$ cat src/rtl/divider_pkg.sv
// Shared types for the strobe divider family: monitor FSM states and counter widths.
package divider_pkg;

  typedef enum logic [1:0] {
    IDLE,
    FIRST,
    TRACK,
    LOCKED
  } monstate_t;

  // Width of the consecutive-match counter; caps LOCK_COUNT at 15.
  localparam int unsigned MatchW = 4;

endpackage

$ cat src/rtl/strobe_rise_detect.sv
// Rising-edge detector for a strobe already synchronous to clk.
module strobe_rise_detect (
  input  logic clk,
  input  logic reset,
  input  logic strobe,
  output logic rise
);

  logic strobe_q;

  always_ff @(posedge clk) begin
    if (!reset) begin
      strobe_q <= 1'b0;
    end else begin
      strobe_q <= strobe;
    end
  end

  // Cleared history makes a strobe held high across reset release count as one edge.
  assign rise = strobe & ~strobe_q;

endmodule

$ cat src/rtl/strobe_period_monitor.sv
// Measures the edge-to-edge period of a one-cycle strobe, declares lock after
// LOCK_COUNT equal periods, and flags period changes and strobe loss.
module strobe_period_monitor
  import divider_pkg::*;
#(
  parameter int unsigned PW         = 8,
  parameter int unsigned LOCK_COUNT = 4,
  parameter int unsigned MAX_PERIOD = 255
) (
  input  logic          clk,
  input  logic          reset,
  input  logic          strobe,
  output logic [PW-1:0] period,
  output logic          period_valid,
  output logic          locked,
  output logic          mismatch,
  output logic          timeout
);

  localparam logic [PW-1:0]     MaxCnt     = PW'(MAX_PERIOD);
  localparam logic [PW-1:0]     CntOne     = PW'(1);
  localparam logic [MatchW-1:0] MatchOne   = MatchW'(1);
  localparam logic [MatchW-1:0] LockTarget = MatchW'(LOCK_COUNT);
  localparam bit                LockOne    = (LOCK_COUNT == 1);

  logic              rise;
  logic [PW-1:0]     cnt;
  logic [PW-1:0]     ref_period;
  logic [MatchW-1:0] match_cnt;
  logic [MatchW-1:0] match_inc;
  logic              same;
  logic              expired;
  monstate_t         state;

  strobe_rise_detect u_rise (
    .clk    (clk),
    .reset  (reset),
    .strobe (strobe),
    .rise   (rise)
  );

  // cnt holds the number of cycles since the last edge, so it is the sample on an edge.
  always_ff @(posedge clk) begin
    if (!reset) begin
      cnt <= '0;
    end else if (rise) begin
      cnt <= CntOne;
    end else if (cnt < MaxCnt) begin
      cnt <= cnt + CntOne;
    end
  end

  assign same      = (cnt == ref_period);
  assign match_inc = match_cnt + MatchOne;
  // An edge landing on the saturation cycle is a valid sample, not a loss.
  assign expired   = (state != IDLE) && (cnt == MaxCnt) && !rise;

  always_ff @(posedge clk) begin
    if (!reset) begin
      state        <= IDLE;
      ref_period   <= '0;
      match_cnt    <= '0;
      period       <= '0;
      period_valid <= 1'b0;
      locked       <= 1'b0;
      mismatch     <= 1'b0;
      timeout      <= 1'b0;
    end else begin
      mismatch <= 1'b0;
      timeout  <= 1'b0;
      if (expired) begin
        state        <= IDLE;
        timeout      <= 1'b1;
        period_valid <= 1'b0;
        locked       <= 1'b0;
        match_cnt    <= '0;
      end else if (rise) begin
        unique case (state)
          IDLE: begin
            state <= FIRST;
          end
          FIRST: begin
            ref_period   <= cnt;
            period       <= cnt;
            period_valid <= 1'b1;
            match_cnt    <= MatchOne;
            if (LockOne) begin
              state  <= LOCKED;
              locked <= 1'b1;
            end else begin
              state <= TRACK;
            end
          end
          TRACK: begin
            period <= cnt;
            if (same) begin
              match_cnt <= match_inc;
              if (match_inc == LockTarget) begin
                state  <= LOCKED;
                locked <= 1'b1;
              end
            end else begin
              mismatch   <= 1'b1;
              ref_period <= cnt;
              match_cnt  <= MatchOne;
              if (LockOne) begin
                state  <= LOCKED;
                locked <= 1'b1;
              end
            end
          end
          LOCKED: begin
            period <= cnt;
            if (!same) begin
              mismatch   <= 1'b1;
              ref_period <= cnt;
              match_cnt  <= MatchOne;
              // A single new period already satisfies a lock count of one.
              if (!LockOne) begin
                state  <= TRACK;
                locked <= 1'b0;
              end
            end
          end
          default: begin
            state <= IDLE;
          end
        endcase
      end
    end
  end

endmodule

$ cat config.mk
export PLATFORM = sky130hd
export DESIGN_NAME = strobe_period_monitor
export DESIGN_NICKNAME = d
export VERILOG_FILES = /design/src/rtl/divider_pkg.sv /design/src/rtl/strobe_rise_detect.sv /design/src/rtl/strobe_period_monitor.sv
export SDC_FILE = /design/constraint.sdc
export NUM_CORES = 1
export LEC_CHECK = 0
export ABC_AREA = 0
export BUFFER_PORTS_ARGS = -buffer_cell sky130_fd_sc_hd__buf_2
export CORE_AREA = 2 2 63 65
export DETAILED_ROUTE_END_ITERATION = 10
export DIE_AREA = 0 0 65 67
export GPL_TIMING_DRIVEN = 0
export PLACE_DENSITY = 0.67
export SYNTH_ARGS = -nofsm -noshare
export SYNTH_HDL_FRONTEND = slang
export SYNTH_SLANG_ARGS = --single-unit
$ cat constraint.sdc
create_clock -name clk -period 2.2 [get_ports clk]
set_clock_uncertainty 0.15 [all_clocks]
set_input_delay 0.11 -clock clk [delete_from_list [all_inputs] [get_ports clk]]
set_output_delay 0.11 -clock clk [all_outputs]
set_load 0.02 [all_outputs]
==> results of run 1 <==
## path summary, 6_finish.rpt
path	start	end	slack, ns
hold / removal	reset	locked$_SDFFE_PP0P_	0.06
setup reg to reg	cnt[1]$_SDFFE_PP0P_	state[1]$_SDFFE_PP0P_	0.08
setup / recovery	cnt[1]$_SDFFE_PP0P_	state[1]$_SDFFE_PP0P_	0.08
hold reg to reg	period[1]$_SDFFE_PN0P_	period[1]$_SDFFE_PN0P_	0.32
## layout by cell type (no fill, tap or decap), drive strengths merged, types with 4 or more instances in the layout
cell type	count
nand2	39
mux2i	9
buf	28
a21oi	5
dfxtp	35
xnor2	9
clkbuf	10
a21boi	10
and3	4
a31oi	6
nand4	5
nor2	8
## layout make-up
| class | count | area [um2] |
|---|---|---|
| Sequential cell | 35 | 702 |
| Multi-Input combinational cell | 139 | 953 |
| Timing Repair Buffer | 19 | 110 |
| Clock inverter | 3 | 43.8 |
| Clock buffer | 5 | 68.8 |
| Buffer | 15 | 119 |
| Inverter | 3 | 11.3 |
| Tap cell | 48 | 60.1 |
| Fill cell | 336 | 1540 |
## power by group through the flow
stage          clock [mW]  sequential, mW  combinational, mW
3_5_place_dp            0           0.675              0.133
2_1_floorplan           0           0.674              0.101
6_report            0.578           0.661              0.141
4_1_cts             0.591           0.660              0.135
5_1_grt             0.607           0.662              0.155
3_3_place_gp            0           0.673              0.131
## worst min-delay path: stages
cell and delay (ns):
buf_2 0.15, o31ai_4 0.09, o32ai_1 0.10
## flip-flops by register name, indices dropped and copies added, names as in the netlist
name,cells
state,2
locked,1
u_rise.strobe_q,1
match_cnt,4
timeout,1
mismatch,1
period_valid,1
cnt,8
period,8
ref_period,8
## synth_stat cells, types with 2 or more instances
library cell and n:
a31oi_1 5, o21ai_0 2, and3_1 4, and2_1 3, and4_1 2, nand2b_1 2
buf_2 2, a211oi_1 2, ha_1 3, nor2_1 8, nor3_1 3, dfxtp_1 35
nor4_1 3, buf_6 6, mux2i_1 9, o211ai_1 3, xnor2_2 3, inv_1 3
a21boi_0 10, clkbuf_1 5, nand4_1 4, nand3_1 2, nand2_1 39, a21oi_1 5
nor4b_1 2, xnor2_1 6
## through the flow
| stage | cell area (um2) | std cells |
|---|---|---|
| 2_1_floorplan | 1780 | 192 |
| 3_3_place_gp | 1910 | 254 |
| 3_5_place_dp | 1910 | 254 |
| 4_1_cts | 2040 | 263 |
| 5_1_grt | 2070 | 267 |
| 6_report | 2070 | 267 |
## per-layer routing
layer / vias up / track usage [%] / wire length, um / share of wire [%]
li1: 737 / - / - / -
met1: 701 / 24.7 / 1800 / 48
met2: 17 / 32.3 / 1760 / 47
met3: 8 / 4.56 / 93 / 2.5
met4: 0 / 9.04 / 84 / 2.2
met5: - / 0 / 0 / 0
## kinds of logic after synthesis
group / after synthesis / share of synthesized area [%]
XOR/XNOR: 9 / 5.68
buffers and inverters: 18 / 7.29
AND/OR/NAND/NOR: 80 / 22.9
AO/OA/AOI/OAI: 38 / 17.7
flip-flops: 35 / 39.3
adder cells (fa/ha/maj): 3 / 2.10
multiplexers: 9 / 5.05
## repair_timing
action | 4_1_cts | 5_1_grt
gates resized for setup | 0 | 1
hold buffers | 1 | 0
setup buffers | 0 | 4
hold endpoints to repair | 1 | 0
setup endpoints to repair | 0 | 6
==> impl_metrics.toml, run 1 <==
[global_route]
grt_use_total_pct = 19.8
grt_first_pass_wirelength_mm = 6.47
grt_overflow_total = 0
grt_max_degree = 13
grt_pass1_vias = 1379
grt_antenna_before_repair = 0

[place]
portBuffers = 14
gp_congestion = 0.768
dp_slack_ns = 0.0607
dpl.hpwl_mm = 2.77

[worst_setup_path]
worstPathMaxFanout = 8
critPathBufInv = 2
cp_slowest_stage_delay_ns = 0.46
arrival_ns = 2.14
cp_top_family = "flip-flops"
critPathKind = "reg -> reg"
crit_required_ns = 2.22
critical_path_depth = 7
path_cells = "ha_1 -> nand4_2 -> or2_1 -> buf_6 -> o31ai_4 -> buf_4 -> a21oi_1"
ff2ff_path_depth = 7
cp_slowest_cell = "dfxtp_1"
start_kind = "register"
end_kind = "register"

[pwr]
power_frac_comb_pct = 10.2
total_power_mw = 1.38
total_leakage_power_nw = 0.760
powerDensity_nw_per_um2 = 667
vdd_drop_max_uv = 390
p_switching_mw = 0.341
sw_frac_of_total_pct = 24.7
p_seq_share_pct = 47.9
p_int_mw = 1.04
clkPwrFrac_pct = 41.9

[timing]
worst_pin_slew_ns = 0.535
max_slew_margin_pct = 64.2
drv_slew = 0
max_freq_ghz = 0.472
fin_crit_sh_pct = 96.4
fin_tns_setup_ns = 0
fin_crit_ns = 2.12
hold_viol_final = 0
whs_ns = 0.0605
fin_ws_ns = 0.0798
final-setup-viol-count = 0

[final_layout]
syn_to_final_growth_pct = 15.9
postLayoutCoreUtil_pct = 57.4
antenna_cells = 0
num-nets-final = 224
drive_above_1_share_pct = 21.0

[floorplan]
start_util_pct = 49.5
rows = 22
die_area_um2 = 4360
die_h_um = 67
die_w_um = 65
ios = 15
coreArea_um2 = 3610

[drt]
post_drt_wl_per_cell_um = 14.0
vias_per_cell = 5.48
first_pass_iters = 4
finalWirelength_mm = 3.74
vias = 1463
antenna_left = 0
drt_iter0_markers = 45
drc_errors = 0

[synth]
synth.avg_cell_area_um2 = 9.29
yosysWarnings = 0
synth_async_sr_flop_share_pct = 0
synth_edf_count = 0
ys_ff_latch = 35
yosys-top-cells-area = "dfxtp_1, nand2_1, mux2i_1"
synth_cell_type_count = 47
yosysTopAreaCell = "dfxtp_1"
synth_top_area_share_pct = 39.3
syn_area_um2 = 1780
yosysSeqAreaShare_pct = 39.3
syn_nets = 198
synthFlopType = "dfxtp_1"
syn_inst = 192

[cts]
root_buffer = "clkbuf_8"
htreeDepth = 2
insertion_delay_ns = 0.29
cts_tree = "done"
clkSinkCount = 35
clk_path_buf_depth = 2
clk_pin_slew_ns = 0.08
cts_buffers = 5

[run]
maxCapViolations = 0

[min_path]
worstHoldPathCells = 3
hold_path_class = "in -> reg"

[run_status]
status = "finished, final reports clean"
No activity file was read; power rests on OpenSTA's default activity.
==> run 2: changes to the inputs <==
--- a/config.mk
+++ b/config.mk
@@ -7,9 +7,9 @@
 export LEC_CHECK = 0
 export ABC_AREA = 0
 export BUFFER_PORTS_ARGS = -buffer_cell sky130_fd_sc_hd__buf_2
-export CORE_AREA = 2 2 63 65
+export CORE_AREA = 2 2 75 55
 export DETAILED_ROUTE_END_ITERATION = 10
-export DIE_AREA = 0 0 65 67
+export DIE_AREA = 0 0 77 57
 export GPL_TIMING_DRIVEN = 0
 export PLACE_DENSITY = 0.67
 export SYNTH_ARGS = -nofsm -noshare
==> constraint.sdc (replaced) <==
create_clock -name clk -period 2.4 [get_ports clk]
set_clock_uncertainty 0.15 [all_clocks]
set_input_delay 0.12 -clock clk [delete_from_list [all_inputs] [get_ports clk]]
set_output_delay 0.12 -clock clk [all_outputs]
set_load 0.02 [all_outputs]
==> impl_metrics.toml, run 2 (synthesis results as in run 1) <==
[place]
dp_slack_ns = 0.231
dpl.hpwl_mm = 2.83
gp_congestion = 0.836
portBuffers = 14

[cts]
clk_pin_slew_ns = 0.08
post_cts_buffers = 0
htreeDepth = 2
cts_buffers = 5
cts_tree = "done"
clk_path_buf_depth = 2
insertion_delay_ns = 0.29
clkSinkCount = 35
root_buffer = "clkbuf_8"
cts_resized = 0

[drt]
vias_per_cell = 5.43
antenna_left = 0
finalWirelength_mm = 3.90
first_pass_iters = 4
drt_iter0_markers = 105
vias = 1451
post_drt_wl_per_cell_um = 14.6
drc_errors = 0

[timing]
rsz0062_at_grt = "false"
final-setup-viol-count = 0
max_freq_ghz = 0.454
max_slew_margin_pct = 58.5
fin_tns_setup_ns = 0
worst_pin_slew_ns = 0.616
fin_ws_ns = 0.200
fin_crit_sh_pct = 91.7
fin_crit_ns = 2.20
drv_slew = 0
hold_viol_final = 0

[final_layout]
fillers = 362
multi_input_area_um2 = 953
postLayoutCoreUtil_pct = 54.4
drive_above_1_share_pct = 19.1
syn_to_final_growth_pct = 14.4
num-nets-final = 220
layout_commonest_cell = "nand2_1"
antenna_cells = 0
most-common-layout-cells = "nand2_1, dfxtp_1, buf_2, a21boi_0, mux2i_1"
ff_latch_area_um2 = 701
reg_top3 = "cnt (8), period (8), ref_period (8)"

[global_route]
met1_usage_pct = 27.9
grt_use_total_pct = 20.1
grt_pass1_vias = 1421
grt_antenna_before_repair = 0
grt_max_degree = 13
grt.busiest_layer = "met2"
grt_first_pass_wirelength_mm = 6.91
grt_util_met3_pct = 4.43
grt_overflow_total = 0
met2_usage_pct = 30.6

[floorplan]
rows = 19
coreArea_um2 = 3760
ios = 15
die_h_um = 57
die_area_um2 = 4390
die_w_um = 77
start_util_pct = 47.5

[min_path]
worstHoldPathCells = 3
worstHoldEndpoint = "match_cnt[1]$_SDFFE_PP0P_"
holdCritStartpoint = "reset"
hold_path_class = "in -> reg"

[run_status]
status = "finished, final reports clean"

[worst_setup_path]
arrival_ns = 2.20
cp_slowest_cell = "dfxtp_1"
path_cells = "ha_1 -> nand4_2 -> or2_1 -> buf_6 -> o31ai_4 -> o32ai_1"
worstPathMaxFanout = 8
ff2ff_path_depth = 6
ff2ff_setup_slack_ns = 0.20
end_kind = "register"
crit_required_ns = 2.40
cp_top_family = "compound AO/OA/AOI/OAI gates"
cp_slowest_stage_delay_ns = 0.49
critPathBufInv = 1
timing.rr.start = "cnt[0]$_SDFFE_PN0P_"
start_kind = "register"
critPathKind = "reg -> reg"
r2r_end = "locked$_SDFFE_PP0P_"

[pwr]
powerDensity_nw_per_um2 = 620
vdd_drop_max_uv = 358
total_leakage_power_nw = 0.741

[run]
maxCapViolations = 0
==> run 2: cell count changes in the layout (fill, tap and decap cells not counted), sizes merged <==
| cell | before | now |
|---|---|---|
| buf | 28 | 24 |
==> run 2: final cells by class <==
| type | count | area share, % |
|---|---|---|
| Clock inverter | 3 | 2.14 |
| Buffer | 15 | 5.82 |
| Clock buffer | 5 | 3.37 |
| Timing Repair Buffer | 15 | 3.92 |
| Sequential cell | 35 | 34.3 |
| Inverter | 3 | 0.551 |
| Tap cell | 52 | 3.19 |
| Multi-Input combinational cell | 139 | 46.7 |
==> run 2: metrics by stage <==
stage / power [mW] / hold slack [ns] / instances / area [um2]
finish: 1.27 / 0.0662 / 267 / 2040
global route: 1.32 / 0.0690 / 267 / 2040
CTS: 1.28 / 0.0526 / 267 / 2040
detailed placement: 0.743 / 0.207 / 258 / 1920
global placement: 0.738 / 0.201 / 258 / 1920
floorplan: 0.711 / 0.0917 / 192 / 1780
==> run 2: worst min-delay path, delay by kind of cell <==
| kind | cells | cell delay, ns |
|---|---|---|
| buffers and inverters | 1 | 0.15 |
| AO/OA/AOI/OAI | 2 | 0.20 |
==> run 2: worst max path at each step <==
stage / start / endpoint / depth (start not counted)
finish: cnt[0]$_SDFFE_PN0P_ / locked$_SDFFE_PP0P_ / 6
global route: cnt[0]$_SDFFE_PN0P_ / locked$_SDFFE_PP0P_ / 6
CTS: cnt[0]$_SDFFE_PN0P_ / locked$_SDFFE_PP0P_ / 6
detailed placement: cnt[0]$_SDFFE_PN0P_ / locked$_SDFFE_PP0P_ / 6
global placement: cnt[0]$_SDFFE_PN0P_ / locked$_SDFFE_PP0P_ / 6
floorplan: cnt[0]$_SDFFE_PN0P_ / locked$_SDFFE_PP0P_ / 6
==> run 2: where the power goes <==
group	internal [mW]	switching [mW]	leakage, nW	total (mW)
registers	0.592	0.0134	0.283	0.605
clock network	0.309	0.225	0.0581	0.534
logic	0.0472	0.0799	0.399	0.127
==> run 2: repair_timing <==
action,CTS,global route
endpoints found under the hold margin,1,0
setup endpoints to repair,0,0
hold buffers,1,0
==> run 2: per-layer routing <==
layer  wire (um)  vias to the layer above
met3         145                        6
met4          55                        0
met2        1660                       33
met1        2040                      682
li1            -                      730
met5           0                        -
==> run 3: changes to the inputs <==
--- a/config.mk
+++ b/config.mk
@@ -12,6 +12,7 @@
 export DIE_AREA = 0 0 77 57
 export GPL_TIMING_DRIVEN = 0
 export PLACE_DENSITY = 0.67
+export RECOVER_POWER = 25
 export SYNTH_ARGS = -nofsm -noshare
 export SYNTH_HDL_FRONTEND = slang
 export SYNTH_SLANG_ARGS = --single-unit
==> impl_metrics.toml, run 3 (synthesis results as in run 1) <==
[pwr]
total_leakage_power_nw = 0.694
clkPwrFrac_pct = 42.2
p_int_mw = 0.947
vdd_drop_max_uv = 358
power_frac_comb_pct = 10.0
powerDensity_nw_per_um2 = 624
p_seq_share_pct = 47.8
p_switching_mw = 0.318
sw_frac_of_total_pct = 25.2

[timing]
fin_tns_setup_ns = 0
rsz0062_at_grt = "false"
final-setup-viol-count = 0
max_freq_ghz = 0.455
fin_crit_ns = 2.20
worst_pin_slew_ns = 0.618
max_slew_margin_pct = 58.4
drv_slew = 0
fin_crit_sh_pct = 91.5
hold_viol_final = 0

[drt]
post_drt_wl_per_cell_um = 14.6
vias_per_cell = 5.40
vias = 1441
drt_iter0_markers = 99
drc_errors = 0
first_pass_iters = 4
finalWirelength_mm = 3.91
antenna_left = 0

[cts]
htreeDepth = 2
cts_tree = "done"
cts_resized = 0
clkSinkCount = 35
clk_pin_slew_ns = 0.08
cts_buffers = 5
insertion_delay_ns = 0.29
root_buffer = "clkbuf_8"
clk_path_buf_depth = 2
post_cts_buffers = 0

[worst_setup_path]
crit_required_ns = 2.40
cp_top_family = "compound AO/OA/AOI/OAI gates"
start_kind = "register"
critPathKind = "reg -> reg"
ff2ff_setup_slack_ns = 0.20
critical_path_depth = 6
critPathBufInv = 1
cp_slowest_stage_delay_ns = 0.49
arrival_ns = 2.20
timing.rr.start = "cnt[0]$_SDFFE_PN0P_"
cp_slowest_cell = "dfxtp_1"
path_cells = "ha_1 -> nand4_2 -> or2_1 -> buf_6 -> o31ai_4 -> o32ai_1"
crit_start = "cnt[0]$_SDFFE_PN0P_"
r2r_end = "locked$_SDFFE_PP0P_"
ff2ff_path_depth = 6
end_kind = "register"
worstPathMaxFanout = 8
cp-endpoint = "locked$_SDFFE_PP0P_"

[floorplan]
die_h_um = 57
ios = 15
start_util_pct = 47.5
rows = 19
coreArea_um2 = 3760
die_w_um = 77
die_area_um2 = 4390

[place]
gp_congestion = 0.836
dpl.hpwl_mm = 2.83
dp.cells = 258
portBuffers = 14
placed_area_um2 = 1920

[global_route]
grt_antenna_before_repair = 0
grt_pass1_vias = 1421
grt_max_degree = 13
grt_use_total_pct = 20.1
grt_overflow_total = 0
grt_first_pass_wirelength_mm = 6.91

[run]
maxCapViolations = 0

[final_layout]
final_cells = 267
most-common-layout-cells = "nand2_1, dfxtp_1, clkbuf_1, a21boi_0, mux2i_1"
reg_top3 = "cnt (8), period (8), ref_period (8)"
final_area_um2 = 2030
fillers = 367
drive_above_1_share_pct = 14.0
num-nets-final = 220
antenna_cells = 0
syn_to_final_growth_pct = 13.7
layout_commonest_cell = "nand2_1"

[min_path]
holdCritStartpoint = "reset"
hold_path_class = "in -> reg"

[run_status]
status = "finished, final reports clean"
-- run 3: cell types whose count changed in the layout (fill, tap and decap cells not counted), sizes merged --
cell / before / now
buf: 24 / 13
clkbuf: 10 / 21
-- run 3: routing by layer --
metal  GRT usage, %  part of all wire [%]
met1           27.9                    52
met2           30.6                    43
met3           4.43                   3.8
met4           8.42                   1.4
met5              0                     0
-- run 3: what timing repair did --
action	in CTS	in global routing
endpoints found under the hold margin	1	0
endpoints found under the setup margin	0	0
hold buffers	1	0
-- run 3: power by group through the flow --
stage          logic (mW)  registers [mW]  clock network (mW)
4_1_cts             0.126           0.604               0.546
3_3_place_gp        0.120           0.618                   0
3_5_place_dp        0.125           0.618                   0
5_1_grt             0.139           0.607               0.572
2_1_floorplan      0.0930           0.618                   0
6_report            0.126           0.605               0.535
-- run 3: worst min-delay path, stage by stage --
cell and delay, ns:
buf_2 0.15, o31ai_4 0.14, a21oi_1 0.06
-- run 3: worst min path at each step --
stage | depth (start not counted) | end | slack [ns]
6_report | 3 | match_cnt[1]$_SDFFE_PP0P_ | 0.07
3_5_place_dp | 2 | u_rise.strobe_q$_SDFF_PN0_ | 0.21
5_1_grt | 3 | match_cnt[2]$_SDFFE_PP0P_ | 0.07
3_3_place_gp | 2 | u_rise.strobe_q$_SDFF_PN0_ | 0.20
2_1_floorplan | 1 | u_rise.strobe_q$_SDFF_PN0_ | 0.09
4_1_cts | 3 | match_cnt[1]$_SDFFE_PP0P_ | 0.05
-- run 3: stage by stage --
stage               setup slack (ns)  hold slack [ns]  util (%)  total power [mW]
finish                         0.204           0.0663      54.0              1.27
global route                  0.0954           0.0690      54.0              1.32
CTS                            0.213           0.0526      54.4              1.28
detailed placement             0.231            0.207      51.1             0.743
global placement               0.295            0.201      51.1             0.738
floorplan                      0.537           0.0917         -             0.711
-- run 3: layout make-up --
class	instances	area [um2]	share of cell area (%)
multi-input cells	139	953	47.0
flip-flops and latches	35	701	34.5
plain buffers	15	119	5.86
clock buffers	5	68.8	3.39
repair buffers	15	66.3	3.27
well taps	52	65.1	3.21
clock inverters	3	43.8	2.16
inverters	3	11.3	0.555
